$ cat config.mk
export PLATFORM = sky130hd
export DESIGN_NAME = vga_timing_flat
export DESIGN_NICKNAME = d
export VERILOG_FILES = /design/src/rtl/vga_pkg.sv /design/src/rtl/vga_if.sv /design/src/rtl/vga_axis_counter.sv /design/src/rtl/vga_timing.sv /design/src/flat_wrapper.sv
export SDC_FILE = /design/constraint.sdc
export NUM_CORES = 1
export LEC_CHECK = 0
export CORE_ASPECT_RATIO = 0.7
export CORE_MARGIN = 2
export CORE_UTILIZATION = 45
export DETAILED_ROUTE_END_ITERATION = 8
export PLACE_DENSITY = 0.77
export REMOVE_ABC_BUFFERS = 1
export SYNTH_ARGS = -nofsm -noshare
export SYNTH_HDL_FRONTEND = slang
export SYNTH_SLANG_ARGS = --single-unit
$ cat constraint.sdc
create_clock -name clk -period 2.4 [get_ports clk]
set_clock_uncertainty 0.05 [all_clocks]
set_input_delay 0.36 -clock clk [delete_from_list [all_inputs] [get_ports clk]]
set_output_delay 0.36 -clock clk [all_outputs]
set_load 0.01 [all_outputs]
$ cat src/rtl/vga_pkg.sv
// Shared timing constants and the raster signal bundle type for the video pipeline.
package vga_pkg;

    // 1024x768@60 Hz timing at a 65 MHz pixel clock
    localparam int H_ACTIVE = 1024;
    localparam int H_FP     = 24;
    localparam int H_SYNC   = 136;
    localparam int H_BP     = 160;
    localparam int V_ACTIVE = 768;
    localparam int V_FP     = 3;
    localparam int V_SYNC   = 6;
    localparam int V_BP     = 29;

    localparam int HCOUNT_W = 11;
    localparam int VCOUNT_W = 11;

    // Everything one pixel carries down the pipeline
    typedef struct packed {
        logic [VCOUNT_W-1:0] vcount;
        logic                vsync;
        logic                vblnk;
        logic [HCOUNT_W-1:0] hcount;
        logic                hsync;
        logic                hblnk;
        logic [11:0]         rgb;
    } vga_sig_t;

endpackage

$ cat src/rtl/vga_if.sv
// Raster bundle passed from stage to stage; out = producer side, in = consumer side.
interface vga_if;
    import vga_pkg::*;

    logic [VCOUNT_W-1:0] vcount;
    logic                vsync;
    logic                vblnk;
    logic [HCOUNT_W-1:0] hcount;
    logic                hsync;
    logic                hblnk;
    logic [11:0]         rgb;

    modport out (output vcount, vsync, vblnk, hcount, hsync, hblnk, rgb);
    modport in  (input  vcount, vsync, vblnk, hcount, hsync, hblnk, rgb);
endinterface

$ cat src/rtl/vga_axis_counter.sv
// One raster axis: a wrapping position counter with blanking and raw sync flags.
// Flags are registered from the next count so they line up with the count register.
module vga_axis_counter
    import vga_pkg::*;
#(
    parameter int ACTIVE = H_ACTIVE,
    parameter int FP     = H_FP,
    parameter int SYNC   = H_SYNC,
    parameter int BP     = H_BP,
    parameter int W      = HCOUNT_W
) (
    input  logic         clk,
    input  logic         rst_n,
    input  logic         inc,
    output logic [W-1:0] count,
    output logic         blnk,
    output logic         sync_raw,
    output logic         wrap
);

    localparam int TOTAL = ACTIVE + FP + SYNC + BP;

    // Reject timings whose total does not fit the counter width
    generate
        if (TOTAL > (1 << W) || TOTAL < 2) begin : g_bad_total
            $error("vga_axis_counter: total %0d does not fit in %0d bits", TOTAL, W);
        end
    endgenerate

    localparam logic [W-1:0] LAST       = W'(TOTAL - 1);
    localparam logic [W-1:0] ACT_END    = W'(ACTIVE);
    localparam logic [W-1:0] SYNC_START = W'(ACTIVE + FP);
    localparam logic [W-1:0] SYNC_END   = W'(ACTIVE + FP + SYNC);

    logic [W-1:0] count_reg;
    logic [W-1:0] count_next;
    logic         blnk_reg;
    logic         sync_reg;

    // wrap marks the edge on which the counter returns to zero
    assign wrap = inc && (count_reg == LAST);

    // Next position: hold, wrap, or step
    always_comb begin
        count_next = count_reg;
        if (inc) begin
            count_next = wrap ? '0 : count_reg + 1'b1;
        end
    end

    // Register the count and the flags derived from the position being entered
    always_ff @(posedge clk or negedge rst_n) begin
        if (!rst_n) begin
            count_reg <= '0;
            blnk_reg  <= 1'b0;
            sync_reg  <= 1'b0;
        end else begin
            count_reg <= count_next;
            blnk_reg  <= (count_next >= ACT_END);
            sync_reg  <= (count_next >= SYNC_START) && (count_next < SYNC_END);
        end
    end

    assign count    = count_reg;
    assign blnk     = blnk_reg;
    assign sync_raw = sync_reg;

endmodule

$ cat src/rtl/vga_timing.sv
// Raster timing generator: head of the video pipeline, plus per-frame and
// per-line strobes for game logic.
module vga_timing
    import vga_pkg::*;
#(
    parameter int   H_ACTIVE_P       = H_ACTIVE,
    parameter int   H_FP_P           = H_FP,
    parameter int   H_SYNC_P         = H_SYNC,
    parameter int   H_BP_P           = H_BP,
    parameter int   V_ACTIVE_P       = V_ACTIVE,
    parameter int   V_FP_P           = V_FP,
    parameter int   V_SYNC_P         = V_SYNC,
    parameter int   V_BP_P           = V_BP,
    parameter logic SYNC_ACTIVE_HIGH = 1'b1
) (
    input  logic clk,
    input  logic rst_n,
    input  logic en,
    vga_if.out   vout,
    output logic frame_start,
    output logic line_start
);

    logic [HCOUNT_W-1:0] h_count;
    logic                h_blnk;
    logic                h_sync_raw;
    logic                h_wrap;
    logic [VCOUNT_W-1:0] v_count;
    logic                v_blnk;
    logic                v_sync_raw;
    logic                v_wrap;
    logic                v_inc;
    logic                frame_start_reg;
    logic                line_start_reg;
    vga_sig_t            sig;

    // Vertical axis steps once per horizontal wrap
    assign v_inc = en & h_wrap;

    vga_axis_counter #(
        .ACTIVE (H_ACTIVE_P),
        .FP     (H_FP_P),
        .SYNC   (H_SYNC_P),
        .BP     (H_BP_P),
        .W      (HCOUNT_W)
    ) u_h_axis (
        .clk      (clk),
        .rst_n    (rst_n),
        .inc      (en),
        .count    (h_count),
        .blnk     (h_blnk),
        .sync_raw (h_sync_raw),
        .wrap     (h_wrap)
    );

    vga_axis_counter #(
        .ACTIVE (V_ACTIVE_P),
        .FP     (V_FP_P),
        .SYNC   (V_SYNC_P),
        .BP     (V_BP_P),
        .W      (VCOUNT_W)
    ) u_v_axis (
        .clk      (clk),
        .rst_n    (rst_n),
        .inc      (v_inc),
        .count    (v_count),
        .blnk     (v_blnk),
        .sync_raw (v_sync_raw),
        .wrap     (v_wrap)
    );

    // Strobes fire in the cycle the line/frame origin is entered; h_wrap already includes en
    always_ff @(posedge clk or negedge rst_n) begin
        if (!rst_n) begin
            line_start_reg  <= 1'b0;
            frame_start_reg <= 1'b0;
        end else begin
            line_start_reg  <= h_wrap;
            frame_start_reg <= h_wrap & v_wrap;
        end
    end

    // Assemble the bundle; raw sync of 0 maps to the inactive level for either polarity
    always_comb begin
        sig        = '0;
        sig.vcount = v_count;
        sig.vsync  = ~(v_sync_raw ^ SYNC_ACTIVE_HIGH);
        sig.vblnk  = v_blnk;
        sig.hcount = h_count;
        sig.hsync  = ~(h_sync_raw ^ SYNC_ACTIVE_HIGH);
        sig.hblnk  = h_blnk;
        sig.rgb    = 12'h000;
    end

    assign vout.vcount = sig.vcount;
    assign vout.vsync  = sig.vsync;
    assign vout.vblnk  = sig.vblnk;
    assign vout.hcount = sig.hcount;
    assign vout.hsync  = sig.hsync;
    assign vout.hblnk  = sig.hblnk;
    assign vout.rgb    = sig.rgb;

    assign frame_start = frame_start_reg;
    assign line_start  = line_start_reg;

endmodule

$ cat src/flat_wrapper.sv
// flat-port wrapper written by rule: the top's interface ports become plain ports
module vga_timing_flat import vga_pkg::*;
#(
    parameter int   H_ACTIVE_P       = H_ACTIVE,
    parameter int   H_FP_P           = H_FP,
    parameter int   H_SYNC_P         = H_SYNC,
    parameter int   H_BP_P           = H_BP,
    parameter int   V_ACTIVE_P       = V_ACTIVE,
    parameter int   V_FP_P           = V_FP,
    parameter int   V_SYNC_P         = V_SYNC,
    parameter int   V_BP_P           = V_BP,
    parameter logic SYNC_ACTIVE_HIGH = 1'b1
)
  (clk, rst_n, en, frame_start, line_start, vout_vcount, vout_vsync, vout_vblnk, vout_hcount, vout_hsync, vout_hblnk, vout_rgb);
  vga_if vout_i ();
  input  logic clk;
  input  logic rst_n;
  input  logic en;
  output logic frame_start;
  output logic line_start;
  output wire logic [$bits(vout_i.vcount)-1:0] vout_vcount;
  output wire logic [$bits(vout_i.vsync)-1:0] vout_vsync;
  output wire logic [$bits(vout_i.vblnk)-1:0] vout_vblnk;
  output wire logic [$bits(vout_i.hcount)-1:0] vout_hcount;
  output wire logic [$bits(vout_i.hsync)-1:0] vout_hsync;
  output wire logic [$bits(vout_i.hblnk)-1:0] vout_hblnk;
  output wire logic [$bits(vout_i.rgb)-1:0] vout_rgb;
  assign vout_vcount = vout_i.vcount;
  assign vout_vsync = vout_i.vsync;
  assign vout_vblnk = vout_i.vblnk;
  assign vout_hcount = vout_i.hcount;
  assign vout_hsync = vout_i.hsync;
  assign vout_hblnk = vout_i.hblnk;
  assign vout_rgb = vout_i.rgb;
  vga_timing #(.H_ACTIVE_P(H_ACTIVE_P), .H_FP_P(H_FP_P), .H_SYNC_P(H_SYNC_P), .H_BP_P(H_BP_P), .V_ACTIVE_P(V_ACTIVE_P), .V_FP_P(V_FP_P), .V_SYNC_P(V_SYNC_P), .V_BP_P(V_BP_P), .SYNC_ACTIVE_HIGH(SYNC_ACTIVE_HIGH)) u_core (.clk(clk), .rst_n(rst_n), .en(en), .vout(vout_i), .frame_start(frame_start), .line_start(line_start));
endmodule
==> flow_metrics.tcl <==
set metrics [dict create \
    routed_wl_um 3778 \
    synth.cell_area_mm2 0.001690 \
    drv_cap 0 \
    period_minus_slack_ns 2.216 \
    slowest_stage "dfrtp_1" \
    ctsLongestPathBuffers 2 \
    synth.avg_cell_area_um2 9.550 \
    areaGrowthSynthToFinish_pct 23.46 \
    h-tree-depth 1 \
    dpl_cell_area_mm2 0.002038 \
    synthFlopType "dfrtp_1" \
    max_freq_ghz 0.4512 \
    async_flop_share_pct 100.0 \
    cts_resized 0 \
    grt_pass1_vias 1257 \
    setup-tns-final_ns 0 \
    die_area_mm2 0.004271 \
    ir_drop_uv 398.5 \
    grt_pass1_wl_um 6375 \
    clk_pin_slew_worst_paths_ns 0.10 \
    synth_edf_count 0 \
    clock_latency_ns 0.28 \
    wire_per_inst_um 14.37 \
    grt_max_degree 28 \
    track_usage_pct 18.84 \
    gp_congestion 0.8589 \
    arrival_ns 2.34 \
    cts_tree "done" \
    worstPathRequired_ns 2.53 \
    hold_viol 0 \
    r2r_slack_ns 0.18 \
    post_cts_buffers 0 \
    synth_seq_cells 27 \
    num_io_pins 43 \
    synth.distinct_cells 46 \
    setup_viol 0 \
    rows 18 \
    hpwlAfterDp_um 2945 \
    first_pass_iters 4 \
    die_h_um 55.28 \
    final_area_mm2 0.002087 \
    drt_iter0_markers 103 \
    status "finished clean" \
    hold_path_class "in -> async" \
    maxSlewViolCount 0 \
    numPortBuffers 30 \
    grt-ovfl-total 0 \
    clock-root-buffer "clkbuf_8" \
    r2r_cells 7 \
    timing.critical_path.to "u_core.u_v_axis.sync_raw" \
    core_area_mm2 0.003558 \
    cp-end-kind "register" \
    synth_cells 177 \
    drc 0 \
    routed_via_density 5.361 \
    path_max_fanout 9 \
    cp-start-kind "register" \
    powerDensity_mw_per_mm2 551.3 \
    layout-drive-gt1-share_pct 13.15 \
    reg2reg_to "u_core.u_v_axis.sync_raw" \
    r2r_start "u_core.u_h_axis.count[6]" \
    start_util_pct 47.50 \
    slowest_delay_ns 0.51 \
    path_cells "nor4b_4 -> nand4_4 -> inv_2 -> nand3_1 -> mux2_2 -> mux2i_1 -> nor4_1" \
    ant_nets 0 \
    n_antenna_cell 0 \
    fin_crit_sh_pct 92.35 \
    rsz0062_at_grt "no" \
    clock_sinks 27 \
    via_count 1410 \
    antenna_found_initial 0 \
    die_w_um 77.26 \
    nNetsFinal 220 \
    largest_reg_flops 11 \
    synth_warnings 0 \
    crit_type "reg -> reg" \
    cts_inserted_buffers 3 \
    leakage_nw 0.8881 \
    startpoint "u_core.u_h_axis.count[6]" \
    ys_seq_area_share_pct 39.97 \
    holdBufCountCts 0 \
]
==> Yosys cell counts, drive strengths merged (4+ instances only) <==
cell / n / share of area [%]
inv: 5 / 1.1
o21ai: 12 / 3.6
nand4: 9 / 4.6
mux2i: 4 / 2.4
nor2: 11 / 2.4
a21oi: 7 / 2.1
dfrtp: 27 / 40
and3: 5 / 1.9
buf: 20 / 8.6
a31oi: 4 / 1.5
nand3: 6 / 1.8
and2: 5 / 1.9
xor2: 6 / 3.1
xnor2: 4 / 2.1
nand2: 12 / 2.7
==> how the worst min path moves through the flow <==
stage | start | endpoint | depth (start not counted)
2_1_floorplan | rst_n | u_core.frame_start | 0
3_3_place_gp | u_core.u_v_axis.count[4] | u_core.u_v_axis.count[4] | 1
3_5_place_dp | u_core.u_h_axis.count[1] | u_core.u_h_axis.count[1] | 2
4_1_cts | rst_n | u_core.u_v_axis.count[10] | 2
5_1_grt | rst_n | u_core.u_h_axis.count[0] | 2
6_report | rst_n | u_core.u_h_axis.count[4] | 2
==> cell type report <==
cell class              instances  area [um^2]
well taps                      50        62.56
fillers                       347         1471
clock buffers                   3        41.29
flip-flops and latches         27        675.6
inverters                       5        18.77
multi-input cells             134        883.3
clock inverters                 1        7.507
repair buffers                 43        397.9
==> per-stage QoR <==
step	hold slack [ns]	utilization, %	worst slack, ns	cells	power (W)
detailed placement	0.5110	57.28	-0.005770	259	0.0008931
CTS	0.4138	58.65	0.1727	263	0.001155
global placement	0.4937	57.28	0.1087	259	0.0008900
global route	0.4411	58.65	0.02749	263	0.001216
finish	0.3998	58.65	0.1835	263	0.001151
floorplan	0.01441	-	0.1657	166	0.0007250
==> worst max-delay path, delay by kind of cell (launching register included) <==
kind | cells | cell delay [ns]
AND/OR/NAND/NOR | 4 | 0.92
flip-flops | 1 | 0.51
multiplexers | 2 | 0.45
buffers and inverters | 1 | 0.19
==> power by group <==
group | switching, W | internal, W
Clock | 0.000146 | 0.000118
Combinational | 0.000142 | 0.000157
Sequential | 0.0000825 | 0.000505
Total | 0.000371 | 0.000780
==> cells by family after synthesis <==
logic type               synth area share (%)
buffers and inverters                   10.21
multiplexers                            4.367
AO/OA/AOI/OAI                           14.21
other                                  0.2218
XOR/XNOR                                5.181
flip-flops                              39.97
AND/OR/NAND/NOR                         23.61
adder cells (fa/ha/maj)                 2.221
==> layout by cell type, fill, tap and decap left out, drive strengths merged, types with 4 or more instances in the layout <==
cell / count
a21oi: 7
a31oi: 4
and2: 5
and3: 5
buf: 13
clkdlybuf4s50: 30
conb: 12
dfrtp: 27
inv: 5
mux2i: 4
nand2: 12
nand3: 6
nand4: 9
nor2: 11
o21ai: 12
xnor2: 4
xor2: 6
==> routing by layer <==
layer / track usage (%) / up-vias / part of all wire, %
met4: 3.061 / 0 / 0.95
li1: - / 686 / -
met3: 4.412 / 4 / 7.0
met1: 31.13 / 666 / 50
met5: 0 / - / 0
met2: 24.84 / 54 / 42
(Power assumes the default switching activity.)
